==> src/rtl/sprite_pkg.sv <==
// sprite_pkg: shared constants and types for the sprite register bank.
// Slot bases, register offsets, rot encoding and the mover FSM states.
package sprite_pkg;

  localparam logic [5:0] BASE_PACMAN = 6'd0;
  localparam logic [5:0] BASE_BLINKY = 6'd8;
  localparam logic [5:0] BASE_PINKY  = 6'd13;
  localparam logic [5:0] BASE_INKY   = 6'd18;
  localparam logic [5:0] BASE_CLYDE  = 6'd23;

  localparam logic [5:0] OFS_POS_X = 6'd0;
  localparam logic [5:0] OFS_POS_Y = 6'd1;
  localparam logic [5:0] OFS_ROT   = 6'd2;
  localparam logic [5:0] OFS_TIMER = 6'd3;
  localparam logic [5:0] OFS_WAIT  = 6'd4;

  typedef enum logic [1:0] {
    ROT_XP = 2'd0,
    ROT_YP = 2'd1,
    ROT_XM = 2'd2,
    ROT_YM = 2'd3
  } rot_e;

  typedef enum logic [3:0] {
    IDLE,
    REQ,
    RD_TIMER,
    WR_TIMER,
    RD_WAIT,
    WR_RELOAD,
    RD_ROT,
    RD_POS,
    WR_POS,
    FIN
  } state_e;

  // Slot 0 is PacMan, slots 1.. are the ghosts.
  function automatic logic [5:0] slot_base(
    input logic [2:0] slot
  );
    logic [5:0] b;
    unique case (slot)
      3'd0:    b = BASE_PACMAN;
      3'd1:    b = BASE_BLINKY;
      3'd2:    b = BASE_PINKY;
      3'd3:    b = BASE_INKY;
      default: b = BASE_CLYDE;
    endcase
    return b;
  endfunction

endpackage

==> src/rtl/sprite_step.sv <==
// sprite_step: steps a position byte one pixel along a rotation.
// Ports: rot[1:0], pos[7:0] in; pos_nxt[7:0], sel_y (1 = y axis) out.
module sprite_step
  import sprite_pkg::*;
(
  input  logic [1:0] rot,
  input  logic [7:0] pos,
  output logic [7:0] pos_nxt,
  output logic       sel_y
);

  // rot[0] picks the axis, rot[1] the direction; wrap is 8-bit.
  always_comb begin
    pos_nxt = pos;
    sel_y   = rot[0];
    unique case (rot_e'(rot))
      ROT_XP, ROT_YP: pos_nxt = pos + 8'd1;
      ROT_XM, ROT_YM: pos_nxt = pos - 8'd1;
      default:        pos_nxt = pos;
    endcase
  end

endmodule

==> src/rtl/sprite_mover.sv <==
// sprite_mover: per-frame timer/position update of the actor slots.
// Ports: clk, reset (async low), start, bus_req/bus_gnt, reg_addr,
//   reg_wdata, reg_we, reg_rdata, busy, done.
// Build macro SPRITE_MOVER_PACMAN_EN: also process the PacMan slot.
module sprite_mover
  import sprite_pkg::*;
#(
  // Address map caps this at 4 ghost slots.
  parameter int NUM_GHOSTS = 4
) (
  input  logic        clk,
  input  logic        reset,
  input  logic        start,
  output logic        bus_req,
  input  logic        bus_gnt,
  output logic [5:0]  reg_addr,
  output logic [15:0] reg_wdata,
  output logic        reg_we,
  input  logic [15:0] reg_rdata,
  output logic        busy,
  output logic        done
);

`ifdef SPRITE_MOVER_PACMAN_EN
  localparam logic [2:0] FIRST = 3'd0;
`else
  localparam logic [2:0] FIRST = 3'd1;
`endif
  localparam logic [2:0] LAST = 3'(NUM_GHOSTS);

  state_e     st_q, st_d;
  logic [2:0] slot_q, slot_d;
  logic [1:0] rot_q, rot_d;
  logic [5:0] addr_q, addr_d;
  logic [7:0] wdata_q, wdata_d;
  logic       we_q, we_d;
  logic       busy_q, busy_d;
  logic       done_q, done_d;

  logic       stall;
  logic       last;
  logic [5:0] base_d;
  logic [7:0] rd8;
  logic [1:0] step_rot;
  logic [7:0] step_pos;
  logic       step_sel_y;
  logic       unused_rdata_hi;

  assign rd8 = reg_rdata[7:0];
  assign unused_rdata_hi = ^reg_rdata[15:8];
  assign last = (slot_q == LAST);
  assign base_d = slot_base(slot_d);

  // FIN does not touch the port, so it never waits on grant.
  assign stall = !bus_gnt
              && (st_q != IDLE)
              && (st_q != REQ)
              && (st_q != FIN);

  // In RD_ROT the rot is still on the bus; later it comes from rot_q.
  assign step_rot = (st_q == RD_ROT) ? rd8[1:0] : rot_q;

  sprite_step u_step (
    .rot     (step_rot),
    .pos     (rd8),
    .pos_nxt (step_pos),
    .sel_y   (step_sel_y)
  );

  always_ff @(posedge clk or negedge reset) begin
    if (!reset) begin
      st_q    <= IDLE;
      slot_q  <= '0;
      rot_q   <= '0;
      addr_q  <= '0;
      wdata_q <= '0;
      we_q    <= 1'b0;
      busy_q  <= 1'b0;
      done_q  <= 1'b0;
    end else begin
      st_q    <= st_d;
      slot_q  <= slot_d;
      rot_q   <= rot_d;
      addr_q  <= addr_d;
      wdata_q <= wdata_d;
      we_q    <= we_d;
      busy_q  <= busy_d;
      done_q  <= done_d;
    end
  end

  always_comb begin
    st_d   = st_q;
    slot_d = slot_q;
    rot_d  = rot_q;
    if (!stall) begin
      unique case (st_q)
        IDLE: begin
          if (start) begin
            st_d   = REQ;
            slot_d = FIRST;
          end
        end
        REQ: begin
          if (bus_gnt) st_d = RD_TIMER;
        end
        RD_TIMER: begin
          st_d = (rd8 != 8'd0) ? WR_TIMER : RD_WAIT;
        end
        RD_WAIT:   st_d = WR_RELOAD;
        WR_RELOAD: st_d = RD_ROT;
        RD_ROT: begin
          st_d  = RD_POS;
          rot_d = rd8[1:0];
        end
        RD_POS: st_d = WR_POS;
        WR_TIMER, WR_POS: begin
          if (last) begin
            st_d = FIN;
          end else begin
            st_d   = RD_TIMER;
            slot_d = slot_q + 3'd1;
          end
        end
        FIN:     st_d = IDLE;
        default: st_d = IDLE;
      endcase
    end
  end

  // Outputs are registered: compute what the next state presents.
  always_comb begin
    addr_d  = addr_q;
    wdata_d = wdata_q;
    we_d    = we_q;
    busy_d  = busy_q;
    done_d  = 1'b0;
    if (!stall) begin
      addr_d  = base_d + OFS_TIMER;
      wdata_d = 8'd0;
      we_d    = 1'b0;
      busy_d  = 1'b1;
      unique case (st_d)
        IDLE: begin
          addr_d = '0;
          busy_d = 1'b0;
        end
        REQ, RD_TIMER: begin
        end
        WR_TIMER: begin
          wdata_d = rd8 - 8'd1;
          we_d    = 1'b1;
        end
        RD_WAIT: addr_d = base_d + OFS_WAIT;
        WR_RELOAD: begin
          wdata_d = rd8;
          we_d    = 1'b1;
        end
        RD_ROT: addr_d = base_d + OFS_ROT;
        RD_POS: begin
          addr_d = base_d
                 + (step_sel_y ? OFS_POS_Y : OFS_POS_X);
        end
        WR_POS: begin
          addr_d  = addr_q;
          wdata_d = step_pos;
          we_d    = 1'b1;
        end
        FIN: begin
          addr_d = addr_q;
          done_d = 1'b1;
        end
        default: begin
        end
      endcase
    end
  end

  // A pending write is held while grant is away and strobes on return,
  // so it commits exactly once and never on the CPU's cycles.
  assign reg_we    = we_q & bus_gnt;
  assign reg_addr  = addr_q;
  assign reg_wdata = {8'h00, wdata_q};
  assign bus_req   = busy_q;
  assign busy      = busy_q;
  assign done      = done_q;

endmodule

==> config.mk <==
export PLATFORM = sky130hd
export DESIGN_NAME = sprite_mover
export DESIGN_NICKNAME = d
export VERILOG_FILES = /design/src/rtl/sprite_pkg.sv /design/src/rtl/sprite_step.sv /design/src/rtl/sprite_mover.sv
export SDC_FILE = /design/constraint.sdc
export NUM_CORES = 1
export LEC_CHECK = 0
export ABC_AREA = 1
export CAP_MARGIN = 20
export CORE_MARGIN = 8
export CORE_UTILIZATION = 51
export CTS_BUF_LIST = sky130_fd_sc_hd__clkbuf_16
export DETAILED_ROUTE_END_ITERATION = 16
export MAX_ROUTING_LAYER = met4
export PLACE_DENSITY = 0.8
export SLEW_MARGIN = 40
export SYNTH_ARGS = -nofsm -noshare
export SYNTH_HDL_FRONTEND = slang
export SYNTH_HIERARCHICAL = 1
export SYNTH_SLANG_ARGS = --single-unit
==> constraint.sdc <==
create_clock -name clk -period 3.8 [get_ports clk]
set_clock_uncertainty 0.2 [all_clocks]
set_input_delay 0.76 -clock clk [delete_from_list [all_inputs] [get_ports clk]]
set_output_delay 0.76 -clock clk [all_outputs]
set_load 0.1 [all_outputs]
# Yosys cells after proc, flatten, opt, wreduce, memory -nomap -nowiden
# Index checks and enable logic that the tools add are counted.
classes:
  n_addsub: 7
  mul: 0
  div: 0
  magnitude_cmp: 0
  n_eq_ne: 24
  shifts: 0
  n_mux: 20
  bitwise: 3
  n_reduce_logical: 16
op_table:
  columns: ["op", "count"]
  rows:
  - ["$eq A4 B3 Y1 const B", 8]
  - ["$pmux W4 S8", 1]
  - ["$pmux W6 S5", 1]
  - ["$pmux W8 S3", 1]
  - ["$pmux W5 S4", 1]
  - ["$mux W4", 4]
  - ["$pmux W8 S2", 1]
  - ["$add A6 B2 Y6 const B", 2]
  - ["$eq A4 B2 Y1 const B", 3]
  - ["$eq A4 B4 Y1 const B", 3]
  - ["$mux W3", 4]
  - ["$add A8 B1 Y8 const B", 1]
  - ["$logic_not A4 Y1", 2]
  - ["$reduce_bool A8 Y1", 1]
  - ["$reduce_or A2 Y1", 4]
  - ["$sub A8 B1 Y8 const B", 1]
  - ["$add A6 B1 Y6", 1]
  - ["$add A6 B3 Y6 const B", 1]
  - ["$eq A3 B2 Y1 const B", 2]
  - ["$pmux W3 S2", 1]
  - ["$mux W1", 5]
  - ["$eq A2 B2 Y1 const B", 2]
  - ["$eq A4 B1 Y1 const B", 1]
  - ["$ne A4 B1 Y1 const B", 1]
  - ["15 further kinds", 18]
word_totals:
  register_bits: 26
  latch_bits: 0
  ram_bits: 0
  rom_bits: 0
  input_bits: 20
  out_inout_bits: 26
  wordCells: 78
  n_memories: 0

# Longest topological paths before layout
# Gate-level depths: netlist of the first run.
logic_depth:
  word_depth: 9
  ltp_mapped: 23
  depth_no_buf: 23

# Modules after synthesis
# Netlist of the first run, hierarchy kept.
by_module_without_submodules:
  columns: ["mod", "n_inst", "cells_per_inst", "area_each_um2", "seq_area_each_um2"]
  rows:
  - ["sprite_mover", 1, 334, 2170.8, 650.6]
  - ["sprite_step", 1, 56, 356.6, 0.0]

# Worst setup path before layout of the first run
# OpenSTA, ideal clock, no wires.
synth_timing:
  kind: "input-to-reg"
  from: "input reg_rdata[0]"
  to: "register addr_q[1], in the netlist reg_addr[1]"
  t_arrival_ps: 3064
  required_ps: 3532
  path_slack_ps: 468
  path_stages: 20
  n_path_buf: 0
  cell_sequence: "inv_1 ha_1 nand2_1 nor2_1 nand2_1 nand2_1 a21oi_4 nor2_2 inv_2 nor2_1 inv_1 or2_1 ha_1 inv_1 fa_1 inv_1 nand2_1 nand3_1 nand2_1 nand2_1"
synth_between:
  elab_chain_cells: 8
  word_cells_on_any_way: 17
  classes_between: "1 x add/sub; 5 x eq/ne; 6 x mux; 1 x bitwise; 4 x reduce/logical"
synth_rtl:
  columns: ["item", "line", "source"]
  rows:
  - ["from (decl)", "sprite_mover.sv:19", "input logic [15:0] reg_rdata,"]
  - ["parallel branches: the longest is 8 deep, another holds $reduce_bool A8 Y1", null, null]
  - ["to (signal assigned)", "sprite_mover.sv:84", "addr_q <= addr_d;"]
  - ["to (decl)", "sprite_mover.sv:34", "logic [5:0] addr_q, addr_d;"]
# Parallel ways; which one is timed is not known.
# A chain may end at the register's enable or synchronous reset.

# Final worst setup path of the first run
layout_timing:
  from: "input reg_rdata[2]"
  to: "register addr_q[4], in the netlist reg_addr[4]"
layout_between:
  elab_chain_cells: 8
  word_cells_on_any_way: 14
  classes_between: "5 x eq/ne; 4 x mux; 1 x bitwise; 4 x reduce/logical"
layout_rtl:
  columns: ["item", "line", "source"]
  rows:
  - ["$reduce_bool A8 Y1 (*)", "sprite_mover.sv:108", "st_d = (rd8 != 8'd0) ? WR_TIMER : RD_WAIT;"]
  - ["$mux W3 (*)", "sprite_mover.sv:108", null]
  - ["$pmux W4 S8 (*)", "sprite_mover.sv:97", "unique case (st_q)"]
  - ["$mux W4 (*)", "sprite_mover.sv:96", "if (!stall) begin"]
  - ["parallel branches: the longest is 4 deep, another holds $pmux W6 S5", null, null]
# Mark *: on every way between the ends.

==> results.py, run 1 <==
metrics = {
    "synth": {
        "synthCells": 390,
        "syn-cell-area_mm2": 0.002527,
        "ys_top_cells_by_area": "dfrtp_1 26%, nand2_1 22%, nand3_1 8.1%, ha_1 7.4%, inv_1 5.5%",
        "yosys_warnings": 6,
        "syn_area_per_cell_um2": 6.481,
        "synth_seq_cells": 26,
        "synth_top_cell_by_area": "dfrtp_1",
        "synth_ff_type": "dfrtp_1",
        "async_reset_ff_share_pct": 100.0,
        "yosysUniqueCellTypes": 35,
        "synth_top_area_share_pct": 25.74,
        "synth_edf_count": 0,
        "synth-seq-area-share_pct": 25.74,
        "yosysMostFrequentCell": "nand2_1",
        "synth_common_cells": "150 x nand2_1, 41 x nand3_1, 37 x inv_1",
    },
    "worst_setup_path": {
        "crit_required_ns": 3.76,
        "cp-end-kind": "flip-flop",
        "cp_max_fo": 3,
        "arrival_ns": 3.55,
        "r2r_slack_ns": 0.53,
        "rr_startpoint": "st_q[3]",
        "path_class": "in2reg",
        "start_kind": "input port",
        "r2r-end": "reg_addr[4]",
        "worst_r2r_path_depth": 21,
    },
    "sta": {
        "fmax_ghz": 0.2786,
        "hold_viol": 0,
        "rsz0062_at_grt": "no",
        "min_period_ns": 3.590,
        "slew_violations": 0,
        "fin_crit_sh_pct": 94.46,
        "hold_ws_ns": 0.2784,
        "maxSlewHeadroom_pct": 66.39,
        "worstMarginPinSlew_ns": 0.5019,
        "setup_violations": 0,
    },
    "floorplanning": {
        "chipWidth_um": 86.40,
        "die_y_um": 86.40,
        "ioPinCount": 46,
        "coreArea_mm2": 0.004755,
        "dieArea_mm2": 0.007464,
        "start_util_pct": 53.16,
        "row_count": 25,
    },
    "cells_and_area": {
        "drive_gt1_share_pct": 19.55,
        "syn_to_final_growth_pct": 20.05,
        "fin_cells": 507,
        "n_antenna_cell": 0,
        "nets": 478,
        "stdcell_area_mm2": 0.003034,
    },
    "placed_design": {
        "portBuffers": 29,
        "hpwl_um": 4758,
        "dp_cells": 503,
        "dpl-instance-area_mm2": 0.002923,
        "gp_congestion": 0.8936,
    },
    "detailed_routing": {
        "drc": 0,
        "dr.pass1.iters": 5,
        "vias": 2498,
        "routedWlPerCell_um": 11.76,
        "via_per_inst": 4.927,
        "drtIter0Drc": 139,
        "ant_nets": 0,
        "routed_wl_um": 5963,
    },
    "clock_network": {
        "clock-sinks": 26,
        "root_buffer": "clkbuf_16",
        "clkLatencyLatePin_ns": 0.26,
        "htreeDepth": 1,
        "cts_setup_buffers": 0,
        "cts_tree": "done",
        "hold_buffers": 0,
        "clockBufferDepth": 2,
        "cts_buffers": 3,
        "path_clk_slew_ns": 0.06,
    },
    "flow_run": {
        "drv_cap": 0,
    },
    "global_routing": {
        "grtUsageTotal_pct": 17.12,
        "grt_pass1_wl_um": 10380,
        "grt_start_max_net_pins": 27,
        "first_global_vias": 2452,
        "grt_overflow": 0,
        "antenna_found_initial": 0,
    },
    "hold_path": {
        "holdCritPathClass": "reg2reg",
        "hold_path_depth": 2,
        "min_from": "wdata_q[2]",
        "whs_endpoint": "wdata_q[2]",
    },
    "status": {
        "status": "finished, final reports clean",
    },
}
[layout make-up]
type / count / area, um^2
fillers: 421 / 1720
multi-input cells: 309 / 1628
repair buffers: 54 / 390.4
clock buffers: 3 / 75.07
clock inverters: 1 / 30.03
flip-flops and latches: 26 / 650.6
well taps: 67 / 83.83
inverters: 47 / 176.4
[cells by family (layout without fill, tap and decap cells)]
logic type / count (synthesis) / after routing / share of synthesized area (%)
AOI/OAI and AO/OA: 18 / 18 / 4.456
buffers and inverters: 62 / 105 / 11.14
other: 1 / 8 / 0.1484
and+or+nand+nor: 256 / 256 / 45.30
adders and majority gates: 17 / 17 / 9.010
DFF: 26 / 26 / 25.74
xor gates and xnor gates: 10 / 10 / 4.208
[sequential cells by signal (all words and copies together) (netlist names)]
signal	count
reg_addr	6
st_q	4
slot_q	3
bus_req	1
rot_q	2
wdata_q	8
we_q	1
done	1
[layout by cell type (no fill, tap or decap), drive strengths merged, types with 5 or more instances in the layout]
master and instances:
a21oi 9, buf 43, clkdlybuf4s50 11, conb 8, dfrtp 26, ha 15
inv 46, nand2 163, nand3 45, nand3b 6, nor2 33, o21ai 6
xnor2 5, xor2 5
[per-layer routing]
| layer | GRT usage (%) | vias to the layer above | part of all wire (%) |
|---|---|---|---|
| met5 | - | - | 0 |
| met4 | 5.477 | 0 | 1.2 |
| met3 | 1.796 | 7 | 4.7 |
| met2 | 28.19 | 76 | 47 |
| met1 | 21.45 | 1112 | 48 |
| li1 | - | 1303 | - |
[how the worst max path moves through the flow]
stage	from	to	slack (ns)	cells past startpoint
3_5_place_dp	reg_rdata[1]	reg_addr[4]	-0.08	21
3_3_place_gp	reg_rdata[1]	reg_addr[1]	0.05	20
4_1_cts	reg_rdata[1]	reg_addr[4]	0.19	21
2_1_floorplan	reg_rdata[0]	reg_addr[1]	0.47	20
6_report	reg_rdata[2]	reg_addr[4]	0.21	21
5_1_grt	reg_rdata[0]	reg_addr[4]	0.01	22
[critical path, cell delays in order]
cell,delay [ns]
clkdlybuf4s50_1,0.42
nor2_1,0.27
nand2_2,0.15
nor2_1,0.13
nand2_1,0.05
nand2_1,0.10
a21oi_4,0.07
nor2_2,0.15
inv_2,0.05
nor2_1,0.14
inv_1,0.07
or2_1,0.21
ha_1,0.19
inv_1,0.07
fa_1,0.22
nor2_1,0.08
nand3b_1,0.16
nand2_1,0.07
nand2_1,0.04
nand3_1,0.10
nand2_1,0.05
[metrics by stage]
step	setup TNS, ns	worst slack (ns)	utilization (%)
floorplan	0	0.4681	-
finish	0	0.2104	63.82
global route	0	0.01199	63.82
global placement	0	0.04654	63.26
detailed placement	-0.1012	-0.07572	61.47
CTS	0	0.1924	63.68
[what timing repair did]
item                                    CTS  global route
gates resized for setup                   0             2
endpoints found under the setup margin    0             2
hold endpoints to repair                  0             0
Power of run 1 is left out: the tool's default activity adds up to more than one toggle a clock period on the data nets, which glitch-free logic cannot reach.
==> inputs of run 2 (changes only) <==
HOLD_SLACK_MARGIN = 0.08   (was unset)
==> results of run 2 <==
No change in the layout: final DEF, timing and power equal those of run 1.
Power of run 2 is left out for the same reason.
==> inputs of run 3 (changes only) <==
HOLD_SLACK_MARGIN = unset   (was 0.08)
==> results of run 3 <==
No change in the layout: final DEF, timing and power equal those of run 1.
Power of run 3 is left out for the same reason.
